--- config.mk ---
export PLATFORM = sky130hd
export DESIGN_NAME = retire_stage_flat
export DESIGN_NICKNAME = d
export VERILOG_FILES = /design/src/rtl/retire_stage_pkg.sv /design/src/rtl/retire_stage_if.sv /design/src/rtl/retire_stage_arch_map_table.sv /design/src/rtl/retire_stage.sv /design/src/flat_wrapper.sv
export SDC_FILE = /design/constraint.sdc
export NUM_CORES = 1
export LEC_CHECK = 0
export CAP_MARGIN = 20
export CELL_PAD_IN_SITES_DETAIL_PLACEMENT = 0
export CELL_PAD_IN_SITES_GLOBAL_PLACEMENT = 1
export CORE_ASPECT_RATIO = 1.2
export CORE_MARGIN = 5
export CORE_UTILIZATION = 45
export CTS_BUF_LIST = sky130_fd_sc_hd__clkbuf_4 sky130_fd_sc_hd__clkbuf_8
export CTS_CLUSTER_DIAMETER = 40
export DETAILED_ROUTE_END_ITERATION = 10
export DONT_BUFFER_PORTS = 1
export GPL_ROUTABILITY_DRIVEN = 0
export PLACE_DENSITY_LB_ADDON = 0.08
export RECOVER_POWER = 25
export SLEW_MARGIN = 20
export SYNTH_ARGS = -nofsm -noshare
export SYNTH_HDL_FRONTEND = slang
export SYNTH_SLANG_ARGS = --single-unit
--- constraint.sdc ---
create_clock -name clock -period 11.95 [get_ports clock]
set_input_delay 3.585 -clock clock [delete_from_list [all_inputs] [get_ports clock]]
set_output_delay 3.585 -clock clock [all_outputs]
set_load 0.005 [all_outputs]
--- src/rtl/retire_stage_pkg.sv ---
// Shared types and sizing for the retire stage and its neighbours.
package retire_stage_pkg;

    localparam int unsigned SUPERSCALAR_WAYS = 2;
    localparam int unsigned N_ARCH_REG       = 32;
    localparam int unsigned N_ARCH_REG_BITS  = 5;
    localparam int unsigned N_PHYS_REG_BITS  = 6;
    localparam int unsigned XLEN             = 32;

    // One retiring ROB entry; meaningful only when complete = 1.
    typedef struct packed {
        logic                       complete;
        logic [N_ARCH_REG_BITS-1:0] ar_idx;
        logic [N_PHYS_REG_BITS-1:0] t_idx;
        logic [N_PHYS_REG_BITS-1:0] told_idx;
        logic                       precise_state_enable;
        logic                       halt;
        logic [XLEN-1:0]            target_pc;
    } rob_packet_t;

    typedef enum logic [1:0] {
        StRun,
        StFlush,
        StRestore,
        StHalted
    } retire_state_e;

endpackage

--- src/rtl/retire_stage_if.sv ---
// Bundle between the ROB, the retire stage and its consumers.
import retire_stage_pkg::*;

interface retire_stage_if;
    rob_packet_t [SUPERSCALAR_WAYS-1:0]                      rob_retire_in;
    logic        [SUPERSCALAR_WAYS-1:0]                      free_valid;
    logic        [SUPERSCALAR_WAYS-1:0][N_PHYS_REG_BITS-1:0] free_idx;
    logic        [N_ARCH_REG-1:0][N_PHYS_REG_BITS-1:0]       arch_map;
    logic                                                    squash;
    logic        [XLEN-1:0]                                  redirect_pc;
    logic                                                    restore_en;
    logic                                                    halted;
    logic        [63:0]                                      retired_count;

    // Retire stage side.
    modport slave (
        input  rob_retire_in,
        output free_valid, free_idx, arch_map, squash, redirect_pc, restore_en, halted,
               retired_count
    );

    // ROB / consumer side.
    modport master (
        output rob_retire_in,
        input  free_valid, free_idx, arch_map, squash, redirect_pc, restore_en, halted,
               retired_count
    );
endinterface

--- src/rtl/retire_stage_arch_map_table.sv ---
// Committed architectural map table; later write ports win on address collisions.
module arch_map_table
    import retire_stage_pkg::*;
(
    input  logic                                               clock,
    input  logic                                               reset,
    input  logic [SUPERSCALAR_WAYS-1:0]                        we_i,
    input  logic [SUPERSCALAR_WAYS-1:0][N_ARCH_REG_BITS-1:0]   waddr_i,
    input  logic [SUPERSCALAR_WAYS-1:0][N_PHYS_REG_BITS-1:0]   wdata_i,
    output logic [N_ARCH_REG-1:0][N_PHYS_REG_BITS-1:0]         map_o
);

    logic [N_ARCH_REG-1:0][N_PHYS_REG_BITS-1:0] map_q, map_d;

    // Apply writes in way order so the youngest way's value lands last.
    always_comb begin
        map_d = map_q;
        for (int unsigned w = 0; w < SUPERSCALAR_WAYS; w++) begin
            if (we_i[w]) begin
                map_d[waddr_i[w]] = wdata_i[w];
            end
        end
    end

    // Storage; reset maps every architectural register to its own physical index.
    always_ff @(posedge clock or posedge reset) begin
        if (reset) begin
            for (int unsigned i = 0; i < N_ARCH_REG; i++) begin
                map_q[i] <= N_PHYS_REG_BITS'(i);
            end
        end else begin
            map_q <= map_d;
        end
    end

    assign map_o = map_q;

endmodule

--- src/rtl/retire_stage.sv ---
// In-order retirement: commits the AMT, frees old physical registers and
// sequences the flush/restore handshake after a precise-state event.
module retire_stage
    import retire_stage_pkg::*;
(
    input  logic     clock,
    input  logic     reset,
    retire_stage_if.slave bus
);

    retire_state_e state_q, state_d;

    logic [SUPERSCALAR_WAYS-1:0]                      free_valid_q, free_valid_d;
    logic [SUPERSCALAR_WAYS-1:0][N_PHYS_REG_BITS-1:0] free_idx_q, free_idx_d;
    logic                                             squash_q, squash_d;
    logic                                             restore_en_q, restore_en_d;
    logic [XLEN-1:0]                                  redirect_pc_q, redirect_pc_d;
    logic                                             halted_q, halted_d;
    logic [63:0]                                      retired_count_q, retired_count_d;

    logic [SUPERSCALAR_WAYS-1:0]                      amt_we;
    logic [SUPERSCALAR_WAYS-1:0][N_ARCH_REG_BITS-1:0] amt_waddr;
    logic [SUPERSCALAR_WAYS-1:0][N_PHYS_REG_BITS-1:0] amt_wdata;

    // Write address/data follow the ways directly; only the enables are gated.
    always_comb begin
        for (int unsigned w = 0; w < SUPERSCALAR_WAYS; w++) begin
            amt_waddr[w] = bus.rob_retire_in[w].ar_idx;
            amt_wdata[w] = bus.rob_retire_in[w].t_idx;
        end
    end

    // Next-state and registered-output logic for the retire FSM.
    always_comb begin
        logic        stop;
        int unsigned n_retired;

        state_d         = state_q;
        free_valid_d    = '0;
        free_idx_d      = '0;
        squash_d        = 1'b0;
        restore_en_d    = 1'b0;
        redirect_pc_d   = redirect_pc_q;
        halted_d        = halted_q;
        retired_count_d = retired_count_q;
        amt_we          = '0;
        stop            = 1'b0;
        n_retired       = 0;

        unique case (state_q)
            StRun: begin
                for (int unsigned w = 0; w < SUPERSCALAR_WAYS; w++) begin
                    // A halt or precise-state way closes the group; younger ways are dropped.
                    if (!stop && bus.rob_retire_in[w].complete) begin
                        n_retired = n_retired + 1;
                        if (bus.rob_retire_in[w].ar_idx != '0) begin
                            amt_we[w]       = 1'b1;
                            free_valid_d[w] = 1'b1;
                            free_idx_d[w]   = bus.rob_retire_in[w].told_idx;
                        end
                        if (bus.rob_retire_in[w].halt) begin
                            state_d  = StHalted;
                            halted_d = 1'b1;
                            stop     = 1'b1;
                        end else if (bus.rob_retire_in[w].precise_state_enable) begin
                            state_d       = StFlush;
                            squash_d      = 1'b1;
                            redirect_pc_d = bus.rob_retire_in[w].target_pc;
                            stop          = 1'b1;
                        end
                    end
                end
                retired_count_d = retired_count_q + 64'(n_retired);
            end
            StFlush: begin
                state_d      = StRestore;
                restore_en_d = 1'b1;
            end
            StRestore: begin
                state_d = StRun;
            end
            StHalted: begin
                state_d = StHalted;
            end
            default: begin
                state_d = StRun;
            end
        endcase
    end

    // State and output registers.
    always_ff @(posedge clock or posedge reset) begin
        if (reset) begin
            state_q         <= StRun;
            free_valid_q    <= '0;
            free_idx_q      <= '0;
            squash_q        <= 1'b0;
            restore_en_q    <= 1'b0;
            redirect_pc_q   <= '0;
            halted_q        <= 1'b0;
            retired_count_q <= '0;
        end else begin
            state_q         <= state_d;
            free_valid_q    <= free_valid_d;
            free_idx_q      <= free_idx_d;
            squash_q        <= squash_d;
            restore_en_q    <= restore_en_d;
            redirect_pc_q   <= redirect_pc_d;
            halted_q        <= halted_d;
            retired_count_q <= retired_count_d;
        end
    end

    arch_map_table u_amt (
        .clock   (clock),
        .reset   (reset),
        .we_i    (amt_we),
        .waddr_i (amt_waddr),
        .wdata_i (amt_wdata),
        .map_o   (bus.arch_map)
    );

    assign bus.free_valid    = free_valid_q;
    assign bus.free_idx      = free_idx_q;
    assign bus.squash        = squash_q;
    assign bus.restore_en    = restore_en_q;
    assign bus.redirect_pc   = redirect_pc_q;
    assign bus.halted        = halted_q;
    assign bus.retired_count = retired_count_q;

endmodule

--- src/flat_wrapper.sv ---
// flat-port wrapper written by rule: the top's interface ports become plain ports
module retire_stage_flat import retire_stage_pkg::*;
  (clock, reset, bus_rob_retire_in, bus_free_valid, bus_free_idx, bus_arch_map, bus_squash, bus_redirect_pc, bus_restore_en, bus_halted, bus_retired_count);
  retire_stage_if bus_i ();
  input  logic clock;
  input  logic reset;
  input wire logic [$bits(bus_i.rob_retire_in)-1:0] bus_rob_retire_in;
  output wire logic [$bits(bus_i.free_valid)-1:0] bus_free_valid;
  output wire logic [$bits(bus_i.free_idx)-1:0] bus_free_idx;
  output wire logic [$bits(bus_i.arch_map)-1:0] bus_arch_map;
  output wire logic [$bits(bus_i.squash)-1:0] bus_squash;
  output wire logic [$bits(bus_i.redirect_pc)-1:0] bus_redirect_pc;
  output wire logic [$bits(bus_i.restore_en)-1:0] bus_restore_en;
  output wire logic [$bits(bus_i.halted)-1:0] bus_halted;
  output wire logic [$bits(bus_i.retired_count)-1:0] bus_retired_count;
  assign bus_i.rob_retire_in = bus_rob_retire_in;
  assign bus_free_valid = bus_i.free_valid;
  assign bus_free_idx = bus_i.free_idx;
  assign bus_arch_map = bus_i.arch_map;
  assign bus_squash = bus_i.squash;
  assign bus_redirect_pc = bus_i.redirect_pc;
  assign bus_restore_en = bus_i.restore_en;
  assign bus_halted = bus_i.halted;
  assign bus_retired_count = bus_i.retired_count;
  retire_stage u_core (.clock(clock), .reset(reset), .bus(bus_i));
endmodule
=== After elaboration in Yosys (flattened, before gate mapping) ===
Index checks and enable logic that the tools add are counted.

* Register bits: 307
* Output and inout port bits: 305
* Word-level logic and storage cells: 107

* Add/subtract/negate cells: 2
* Order comparisons: 4
* Eq/ne operators: 3
* Multiplexer cells: 50
* Reductions and logical operators: 7

{| class="wikitable"
|+ Operator list
! cell !! count
|-
| $bwmux 192 || 2
|-
| $mux 192 || 2
|-
| $mux 32 || 9
|-
| $add 64x32->64 || 1
|-
| $demux 6 s5 || 2
|-
| $mux 6 || 6
|-
| $add 32x1->32 const B || 1
|-
| $mux 1 || 20
|-
| $mux 2 || 7
|-
| $lt 5x6->1 const B || 2
|-
| $mux 12 || 1
|-
| $ge 5x1->1 const B || 2
|-
| $reduce_bool 5->1 || 2
|-
| $pmux 2 s4 || 1
|-
| $eq 2x2->1 const B || 2
|-
| $logic_and 1x1->1 || 3
|-
| $eq 2x1->1 const B || 1
|-
| $logic_not 2->1 || 1
|-
| $logic_not 1->1 || 1
|}

=== Logic depth before layout (Yosys ltp) ===
Gate-level depths: netlist (run 1).

* Depth after elaboration: 11
* Mapped depth: 12

=== Hierarchy ===
Synthesis (run 1) repeated with hierarchy kept, for this count alone.

* Cell total of the unflattened synthesis: 1708
* Area total of the unflattened synthesis: 15374.7 um^2

{| class="wikitable"
|+ Modules (own cells, without submodules)
! module !! instances !! cells an instance !! area an instance (um^2)
|-
| arch_map_table || 1 || 1234 || 10197.3
|-
| retire_stage || 1 || 474 || 5177.5
|}

=== Worst setup path before layout (run 1) ===
OpenSTA, ideal clock, no wires.

* Kind: input-to-reg
* Start point: input port bus_rob_retire_in[32]
* End point: register u_core.retired_count_q[40] (netlist: u_core.bus.retired_count[40])
* Setup time: 0.079 ns
* Data arrival time: 6.293 ns
* Data required time: 11.871 ns
* Setup slack: 5.578 ns
* Stages: 12
* Path buffers: 1
* Cell sequence: o21a_1 -> nor2_1 -> ha_1 -> ha_1 -> inv_1 -> fa_1 -> or4b_4 -> nor4_4 -> and3_1 -> buf_4 -> and4_1 -> xor2_1

* Longest elaborated chain between the ends: 8

{| class="wikitable"
|+ RTL lines
! what !! RTL line !! RTL
|-
| start, declared || flat_wrapper.sv:7 || <nowiki>input wire logic [$bits(bus_i.rob_retire_in)-1:0] bus_rob_retire_in;</nowiki>
|-
| $mux 1 || retire_stage.sv:61 || <nowiki>if (bus.rob_retire_in[w].halt) begin</nowiki>
|-
| $mux 1 || retire_stage.sv:54 || <nowiki>if (!stop && bus.rob_retire_in[w].complete) begin</nowiki>
|-
| $mux 1 || retire_stage.sv:50 || <nowiki>unique case (state_q)</nowiki>
|-
| $logic_not 1->1 || retire_stage.sv:54 ||
|-
| $logic_and 1x1->1 || retire_stage.sv:54 ||
|-
| $mux 32 || retire_stage.sv:54 ||
|-
| $mux 32 || retire_stage.sv:50 ||
|-
| $add 64x32->64 || retire_stage.sv:73 || <nowiki>retired_count_d = retired_count_q + 64'(n_retired);</nowiki>
|-
| end signal, assigned || retire_stage.sv:110 || <nowiki>retired_count_q <= retired_count_d;</nowiki>
|-
| end, declared || retire_stage.sv:19 || <nowiki>logic [63:0] retired_count_q, retired_count_d;</nowiki>
|}

Every way passes these cells. The select of a mux whose other input is x is not followed.
A chain may end at the register's enable or synchronous reset.

==> results of run 1 <==
metal layers:
metal  up-vias  global-route usage (%)
met4         0                    7.44
li1       4775                       -
met1      4917                    30.4
met5         -                       0
met2       415                    42.7
met3        65                    10.8
through the flow:
step,cell area [sq um],power (mW)
2_1_floorplan,14300,2.03
3_3_place_gp,14500,2.26
3_5_place_dp,14600,2.28
4_1_cts,15800,3.35
5_1_grt,15700,3.49
6_report,15700,3.30
placed cells by master (no fill, tap or decap), types with 14 or more instances in the layout:
| cell type | n |
|---|---|
| nor2_1 | 219 |
| nand2_1 | 115 |
| clkbuf_4 | 24 |
| o21ai_0 | 36 |
| clkbuf_8 | 67 |
| dfrtp_1 | 227 |
| nor3_1 | 16 |
| inv_1 | 14 |
| dfstp_2 | 80 |
| mux2i_1 | 186 |
| xnor2_1 | 29 |
| nand3_1 | 20 |
| nand4_1 | 21 |
| a22oi_1 | 33 |
| xor2_1 | 33 |
| a21oi_1 | 190 |
kinds of logic (layout without fill, tap and decap cells):
kind of cell | count (synthesis) | after routing | synth area share [%]
AO/OA/AOI/OAI | 263 | 263 | 9.86
XOR/XNOR | 62 | 62 | 3.80
adder cells (fa/ha/maj) | 4 | 4 | 0.403
buffers and inverters | 115 | 127 | 3.08
flip-flops | 307 | 307 | 54.5
multiplexers | 186 | 186 | 13.0
AND/OR/NAND/NOR | 473 | 473 | 15.4
area by class of cell:
cell class / count / share of cell area, %
inverters: 15 / 0.366
well taps: 401 / 3.19
repair buffers: 12 / 0.525
flip-flops and latches: 307 / 49.5
multi-input cells: 988 / 38.8
clock buffers: 91 / 7.01
clock inverters: 9 / 0.636
state kept, by name, summed over array words and instances, names as in the netlist:
register / cells
u_core.state_q: 2
u_core.bus.free_idx: 12
u_core.bus.free_valid: 2
u_core.bus.restore_en: 1
u_core.bus.retired_count: 64
u_core.bus.redirect_pc: 32
u_core.bus.halted: 1
u_core.bus.squash: 1
u_core.u_amt.map_o: 192
power groups by stage:
stage               logic, mW  registers [mW]  clock network (mW)
floorplan               0.407            1.63                   0
detailed placement      0.466            1.81                   0
global route            0.532            1.82                1.14
finish                  0.460            1.78                1.06
CTS                     0.467            1.80                1.09
global placement        0.452            1.81                   0
Yosys cell counts (9+ instances only):
| cell | number | area (sq um) |
|---|---|---|
| dfrtp_1 | 227 | 5680 |
| nor2_1 | 219 | 822 |
| a21oi_1 | 190 | 951 |
| mux2i_1 | 186 | 1860 |
| nand2_1 | 115 | 432 |
| clkbuf_1 | 93 | 349 |
| dfstp_2 | 80 | 2100 |
| o21ai_0 | 35 | 175 |
| a22oi_1 | 33 | 248 |
| xor2_1 | 33 | 289 |
| xnor2_1 | 29 | 254 |
| nand4_1 | 21 | 131 |
| nand3_1 | 20 | 100 |
| and2_1 | 18 | 113 |
| nor3_1 | 16 | 80.1 |
| inv_1 | 15 | 56.3 |
| and3_1 | 9 | 56.3 |
| nor4_1 | 9 | 56.3 |
worst max-delay path: stages:
cell	delay (ns)
clkinvlp_2	2.90
buf_4	1.05
buf_4	0.69
worst max path at each step:
stage | endpoint | depth (start not counted) | slack (ns)
floorplan | u_core.bus.free_idx[0] | 1 | 0.01
global placement | u_core.bus.retired_count[54] | 11 | 5.06
detailed placement | u_core.bus.retired_count[56] | 11 | 5.01
CTS | u_core.bus.retired_count[56] | 11 | 5.66
global route | u_core.u_amt.map_o[68] | 3 | 3.26
finish | u_core.u_amt.map_o[68] | 3 | 4.26
==> flow_summary.toml, run 1 <==
[yosys]
ys_seq_elements = 307
synth_ff_type = "dfrtp_1"
ys_seq_area_share_pct = 54.5
synth.distinct_cells = 44
synth_nets = 1520
syn-instance-count = 1410
netlist_area_sq_um = 14300
avgSynthCellArea_sq_um = 10.1
synth_warnings = 0
async_flop_share_pct = 100
synth_edf_count = 0

[power_and_ir_drop]
p_sw_mw = 1.03
pwr-share-comb_pct = 13.9
power_density_nw_per_um2 = 210
ir_drop_v = 0.000101
p_int_mw = 2.27
power_leakage_nw = 7.95
pwr-share-seq_pct = 54.0
pwr-share-clk_pct = 32.1
swShare_pct = 31.2

[floorplan]
fp.dieW_um = 173
std_cell_rows = 71
die_h_um = 205
die-area_sq_um = 35400
start_util_pct = 45.6
pin_count = 411
core_sq_um = 31400

[sta]
setup_ws_ns = 4.26
worstMarginPinSlew_ns = 5.35
fin_worst_hold_slack_ns = 0.402
setup_viol = 0
fin_skew_ns = 0.0254
setup-tns-final_ns = 0
fmaxAchievable_ghz = 0.130
rsz0062_at_grt = "no"
drv_slew = 156
min_period_ns = 7.69
fin_crit_sh_pct = 64.4
slew_headroom_pct = -259
hold_violations = 0

[cells_and_area]
diodes = 0
finish.utilization_pct = 50.2
fillers = 2956
nNetsFinal = 1487
multi_input_area_sq_um = 6100
areaGrowthSynthToFinish_pct = 10.1
drive_gt1_share_pct = 14.8
fin_cells = 1823
regArea_sq_um = 7780

[routing]
m1WireLength_um = 17600
detail-route-antenna-nets = 0
firstDrtPassIters = 5
wire_per_inst_um = 25.7
drc = 0
topRoutingLayerUsed = "met4"
drtIter0Drc = 653
wl_um = 46800
wl_met2_um = 22800
wl_met3_um = 5270
vias = 10200
via_per_inst = 5.58

[setup_path]
r2r-start = "u_core.bus.retired_count[0]"
crit_path_max_fanout = 121
start_kind = "input port"
crit_required_ns = 12.60
startpoint = "reset"
reg2reg_depth = 8
cp-end-kind = "async pin"
arrival_ns = 8.34
crit_type = "input port to async pin"
r2r_setup_slack_ns = 8.94
reg2reg_to = "u_core.bus.retired_count[56]"

[clock_network]
numCtsBuffers = 53
postCtsSetupBuffers = 0
root_buffer = "clkbuf_8"
cts_tree = "yes"
cts_max_path_buffers = 3
cts_hold_buffers = 0
clk_latency_ns = 0.61
htreeDepth = 2
post_cts_resized = 0
numClockSinks = 307
clkTransAtPathRegs_ns = 0.06

[placement]
hpwl_um = 30900
place_ws_ns = 5.01
dp_cells = 1723
place.port_buffers = 0

[global_route]
grt_max_degree = 122
grt_pass1_wl_um = 69300
track_usage_pct = 25.6
grt_pass1_vias = 10300
antenna_found_initial = 0
overflow = 0

[run_status]
status = "complete, but fails checks"
violations = "capacitance limit, slew limit"

[hold_path]
hp-start = "u_core.u_amt.map_o[3]"
hold-path-endpoint = "u_core.u_amt.map_o[3]"
hold_path_class = "flop to flop"
worstHoldPathCells = 0

[job]
drv_cap = 2
Note: power is estimated with default switching activity, not from simulation.
==> run 2: changes to the inputs <==
CORE_UTILIZATION = 50   (was 45)
clock period = 7.71 ns   (was 11.95 ns; I/O delays follow)
==> run 2 against run 1 <==
Against the previous run:
- the flow still finishes with violations (capacitance limit, slew limit)
- non-clock buffer count shrank 2
- clock skew is 0.011 ns higher
- power up 50%
- global-route usage up 1.4 points
- sequential cell count unchanged
- sequential power is 54% higher
- clock-buffer cell count fell by 8
- register-to-register slack worse by 4.2 ns
- worst setup slack lost 2.1 ns
- largest cell class unchanged
- highest routed layer unchanged
==> flow_summary.toml, run 2 (synthesis gave the netlist of run 1 again) <==
[sta]
fmaxAchievable_ghz = 0.180
worstMarginPinSlew_ns = 3.64
min_period_ns = 5.57
drv_slew = 117
fin_crit_sh_pct = 72.2
setup-tns-final_ns = 0
rsz0062_at_grt = "no"
setup_viol = 0
fin_skew_ns = 0.0361
slew_headroom_pct = -143
hold_violations = 0

[global_route]
overflow = 0
track_usage_pct = 27.0
grt_pass1_vias = 10200
antenna_found_initial = 0
grt_max_degree = 181
grt_pass1_wl_um = 66200

[setup_path]
r2r-start = "u_core.bus.retired_count[0]"
cp.depth = 2
startpoint = "reset"
endpoint = "u_core.bus.redirect_pc[16]"
start_kind = "input port"
path_cells = "clkinvlp_2 > clkbuf_1"
reg2reg_depth = 8
crit_path_max_fanout = 66
crit_type = "input port to async pin"
cp-end-kind = "async pin"
worst-path-buf-inv = 2
cp_slowest_cell = "clkbuf_1"
reg2reg_to = "u_core.bus.retired_count[54]"
r2r_setup_slack_ns = 4.78
arrival_ns = 5.40
crit_required_ns = 7.55
critPathTopFamily = "buffers and inverters"
critPathMaxStageDelay_ns = 2.60

[placement]
hpwl_um = 29700
dp_cells = 1699
place.port_buffers = 0
postPlaceCellArea_sq_um = 14500

[clock_network]
numCtsBuffers = 51
numClockSinks = 307
clk_latency_ns = 0.59
htreeDepth = 2
post_cts_resized = 0
root_buffer = "clkbuf_8"
cts_max_path_buffers = 3
cts_tree = "yes"
cts_hold_buffers = 0
postCtsSetupBuffers = 0
clkTransAtPathRegs_ns = 0.06

[cells_and_area]
final_cell_mix = "dfrtp_1 (227), nor2_1 (218), a21oi_1 (190)"
drive_gt1_share_pct = 14.4
nNetsFinal = 1483
largest_reg_flops = 192
regArea_sq_um = 7780
areaGrowthSynthToFinish_pct = 9.08
fin_area_sq_um = 15600
fin_cells = 1793
finish.utilization_pct = 55.5
fillers = 2534
diodes = 0
final_common_cell = "dfrtp_1"
multi_input_area_sq_um = 6120

[routing]
detail-route-antenna-nets = 0
via_per_inst = 5.68
wl_um = 44500
firstDrtPassIters = 5
drtIter0Drc = 678
vias = 10200
wire_per_inst_um = 24.8
drc = 0

[run_status]
status = "complete, but fails checks"
violations = "capacitance limit, slew limit"

[floorplan]
std_cell_rows = 67
die-area_sq_um = 32100
die_h_um = 195
start_util_pct = 50.9
pin_count = 411
core_sq_um = 28100
fp.dieW_um = 164

[power_and_ir_drop]
power_density_nw_per_um2 = 318
pwr-share-comb_pct = 14.4
p_int_mw = 3.41
swShare_pct = 31.3
pwr-share-clk_pct = 30.4
ir_drop_v = 0.000180
power_leakage_nw = 7.89
p_sw_mw = 1.55
pwr-share-seq_pct = 55.2

[job]
drv_cap = 2

[hold_path]
hold_path_class = "flop to flop"
[run 2: cell count changes in the layout (fill, tap and decap cells not counted), sizes merged]
cell / previous run / this run
clkinv: 5 / 7
inv: 14 / 15
buf: 10 / 7
bufinv: 2 / 1
clkbuf: 93 / 86
[run 2: final cells by class]
cell class,count,area share (%)
clock buffers,83,6.36
clock inverters,11,0.586
inverters,15,0.369
multi-input cells,988,39.2
flip-flops and latches,307,49.9
well taps,379,3.04
repair buffers,10,0.490
[run 2: per-layer routing]
layer / vias up / routed length [um] / track usage [%]
li1: 4777 / - / -
met3: 77 / 4690 / 10.0
met1: 4915 / 16800 / 33.1
met4: 0 / 1260 / 8.33
met2: 418 / 21700 / 44.4
met5: - / 0 / 0
[run 2: metrics by stage]
step                worst slack (ns)  power (mW)  hold WS, ns
global route                    1.26        5.25        0.422
detailed placement              2.09        3.51        0.397
CTS                             2.71        5.03        0.412
floorplan                       1.38        3.15        0.452
finish                          2.14        4.96        0.403
global placement                2.12        3.47        0.399
[run 2: worst min path at each step]
stage	start	endpoint	cells after the start
final	u_core.u_amt.map_o[1]	u_core.u_amt.map_o[1]	0
after global routing	u_core.u_amt.map_o[4]	u_core.u_amt.map_o[4]	0
after CTS	u_core.u_amt.map_o[5]	u_core.u_amt.map_o[5]	0
after detailed placement	u_core.u_amt.map_o[2]	u_core.u_amt.map_o[2]	0
after global placement	u_core.u_amt.map_o[1]	u_core.u_amt.map_o[1]	0
after floorplan	u_core.u_amt.map_o[0]	u_core.u_amt.map_o[0]	1
[run 2: power by group through the flow]
stage / Combinational, mW / Sequential [mW] / Clock (mW)
2_1_floorplan: 0.631 / 2.52 / 0
6_report: 0.713 / 2.74 / 1.51
5_1_grt: 0.820 / 2.81 / 1.62
3_5_place_dp: 0.719 / 2.79 / 0
3_3_place_gp: 0.691 / 2.78 / 0
4_1_cts: 0.719 / 2.76 / 1.54
==> run 3: changes to the inputs <==
CORE_UTILIZATION = 45   (was 50)
clock period = 5 ns   (was 7.71 ns; I/O delays follow)
==> run 3 against run 2 <==
Against the previous run:
- the flow still finishes with violations (capacitance limit, slew limit)
- hold slack got worse by 0.0014 ns
- via count decreased by 0.13%
- power increased by 58%
- critical path type is now input port to flop
- largest cell class unchanged
==> flow_summary.toml, run 3 (synthesis gave the netlist of run 1 again) <==
[placement]
postPlaceCellArea_sq_um = 14600
place.port_buffers = 0
hpwl_um = 30800

[routing]
drtIter0Drc = 637
m1WireLength_um = 17900
via_per_inst = 5.57
wl_met3_um = 5180
topRoutingLayerUsed = "met4"
wl_met2_um = 22000
vias = 10200
firstDrtPassIters = 5
wire_per_inst_um = 25.3
detail-route-antenna-nets = 0
wl_um = 46300
drc = 0

[global_route]
grt_pass1_wl_um = 68400
antenna_found_initial = 0
grt_pass1_vias = 10100
grt_max_degree = 128
overflow = 0
track_usage_pct = 25.1

[clock_network]
root_buffer = "clkbuf_8"
postCtsSetupBuffers = 0
clk_latency_ns = 0.62
numClockSinks = 307
clkTransAtPathRegs_ns = 0.06
post_cts_resized = 0
cts_max_path_buffers = 3
numCtsBuffers = 53
cts_tree = "yes"
cts_hold_buffers = 0
htreeDepth = 2

[sta]
fmaxAchievable_ghz = 0.251
setup_viol = 0
slew_headroom_pct = -14.6
rsz0062_at_grt = "no"
worstMarginPinSlew_ns = 1.72
drv_slew = 251
min_period_ns = 3.98
hold_violations = 0
fin_crit_sh_pct = 79.6
setup-tns-final_ns = 0
fin_skew_ns = 0.0291

[setup_path]
crit_required_ns = 5.54
arrival_ns = 4.52
crit_path_max_fanout = 7
crit_type = "input port to flop"
start_kind = "input port"
cp-end-kind = "flop"

[floorplan]
fp.dieW_um = 173
std_cell_rows = 71
die_h_um = 205
start_util_pct = 45.6
core_sq_um = 31400
die-area_sq_um = 35400
pin_count = 411

[cells_and_area]
fin_area_sq_um = 15700
final_cell_mix = "dfrtp_1 (227), nor2_1 (218), a21oi_1 (190)"
diodes = 0
final_common_cell = "dfrtp_1"
largest_reg_flops = 192
areaGrowthSynthToFinish_pct = 10.1
drive_gt1_share_pct = 15.1
nNetsFinal = 1492

[hold_path]
hold_path_class = "flop to flop"

[run_status]
violations = "capacitance limit, slew limit"
status = "complete, but fails checks"

[power_and_ir_drop]
power_density_nw_per_um2 = 497
power.total_mw = 7.82
power_leakage_nw = 7.96
ir_drop_v = 0.000279

[job]
drv_cap = 3
-- run 3: final cells by class --
class                           count  area, sq um
Timing Repair Buffer               17          113
Clock inverter                     14          108
Sequential cell                   307         7780
Tap cell                          401          502
Fill cell                        2915        15600
Inverter                           15         57.6
Multi-Input combinational cell    988         6110
Clock buffer                       86         1060
-- run 3: final timing paths --
check,from,end,slack [ns],cells after the start
min in group asynchronous,reset,u_core.u_amt.map_o[151],1.04,1
max in group asynchronous,reset,u_core.bus.redirect_pc[14],1.60,2
hold / removal,u_core.u_amt.map_o[0],u_core.u_amt.map_o[0],0.40,0
setup / recovery,bus_rob_retire_in[32],u_core.bus.retired_count[54],1.02,11
setup reg to reg,u_core.state_q[0],u_core.u_amt.map_o[55],1.70,6
hold reg to reg,u_core.u_amt.map_o[0],u_core.u_amt.map_o[0],0.40,0
-- run 3: power breakdown --
part           internal, mW  switching (mW)  total [mW]  leakage (nW)
registers              3.42           0.837        4.25          3.79
logic                 0.529           0.565        1.09          3.55
clock network          1.40            1.07        2.47         0.625
total                  5.34            2.48        7.82          7.96
-- run 3: worst max-delay path: stages --
cell and delay (ns):
o21a_1 0.18, nor2_1 0.20, ha_1 0.16, ha_1 0.16
inv_1 0.06, fa_1 0.39, or4b_4 0.57, nor4_4 0.43
nand4_1 0.40, nor3_1 0.29, xor2_1 0.17
-- run 3: metal layers --
layer / up-vias / track usage (%)
li1: 4793 / -
met1: 4896 / 30.2
met2: 421 / 40.8
met3: 64 / 11.3
met4: 0 / 7.30
met5: - / 0
-- run 3: stage by stage --
stage | setup slack (ns) | cells | utilization (%) | hold slack [ns]
finish | 1.02 | 1828 | 50.2 | 0.402
global route | 0.829 | 1828 | 50.2 | 0.413
CTS | 1.05 | 1827 | 50.3 | 0.409
detailed placement | 0.366 | 1727 | 46.6 | 0.394
global placement | 0.457 | 1727 | 46.6 | 0.398
floorplan | -0.520 | 1410 | - | 0.452
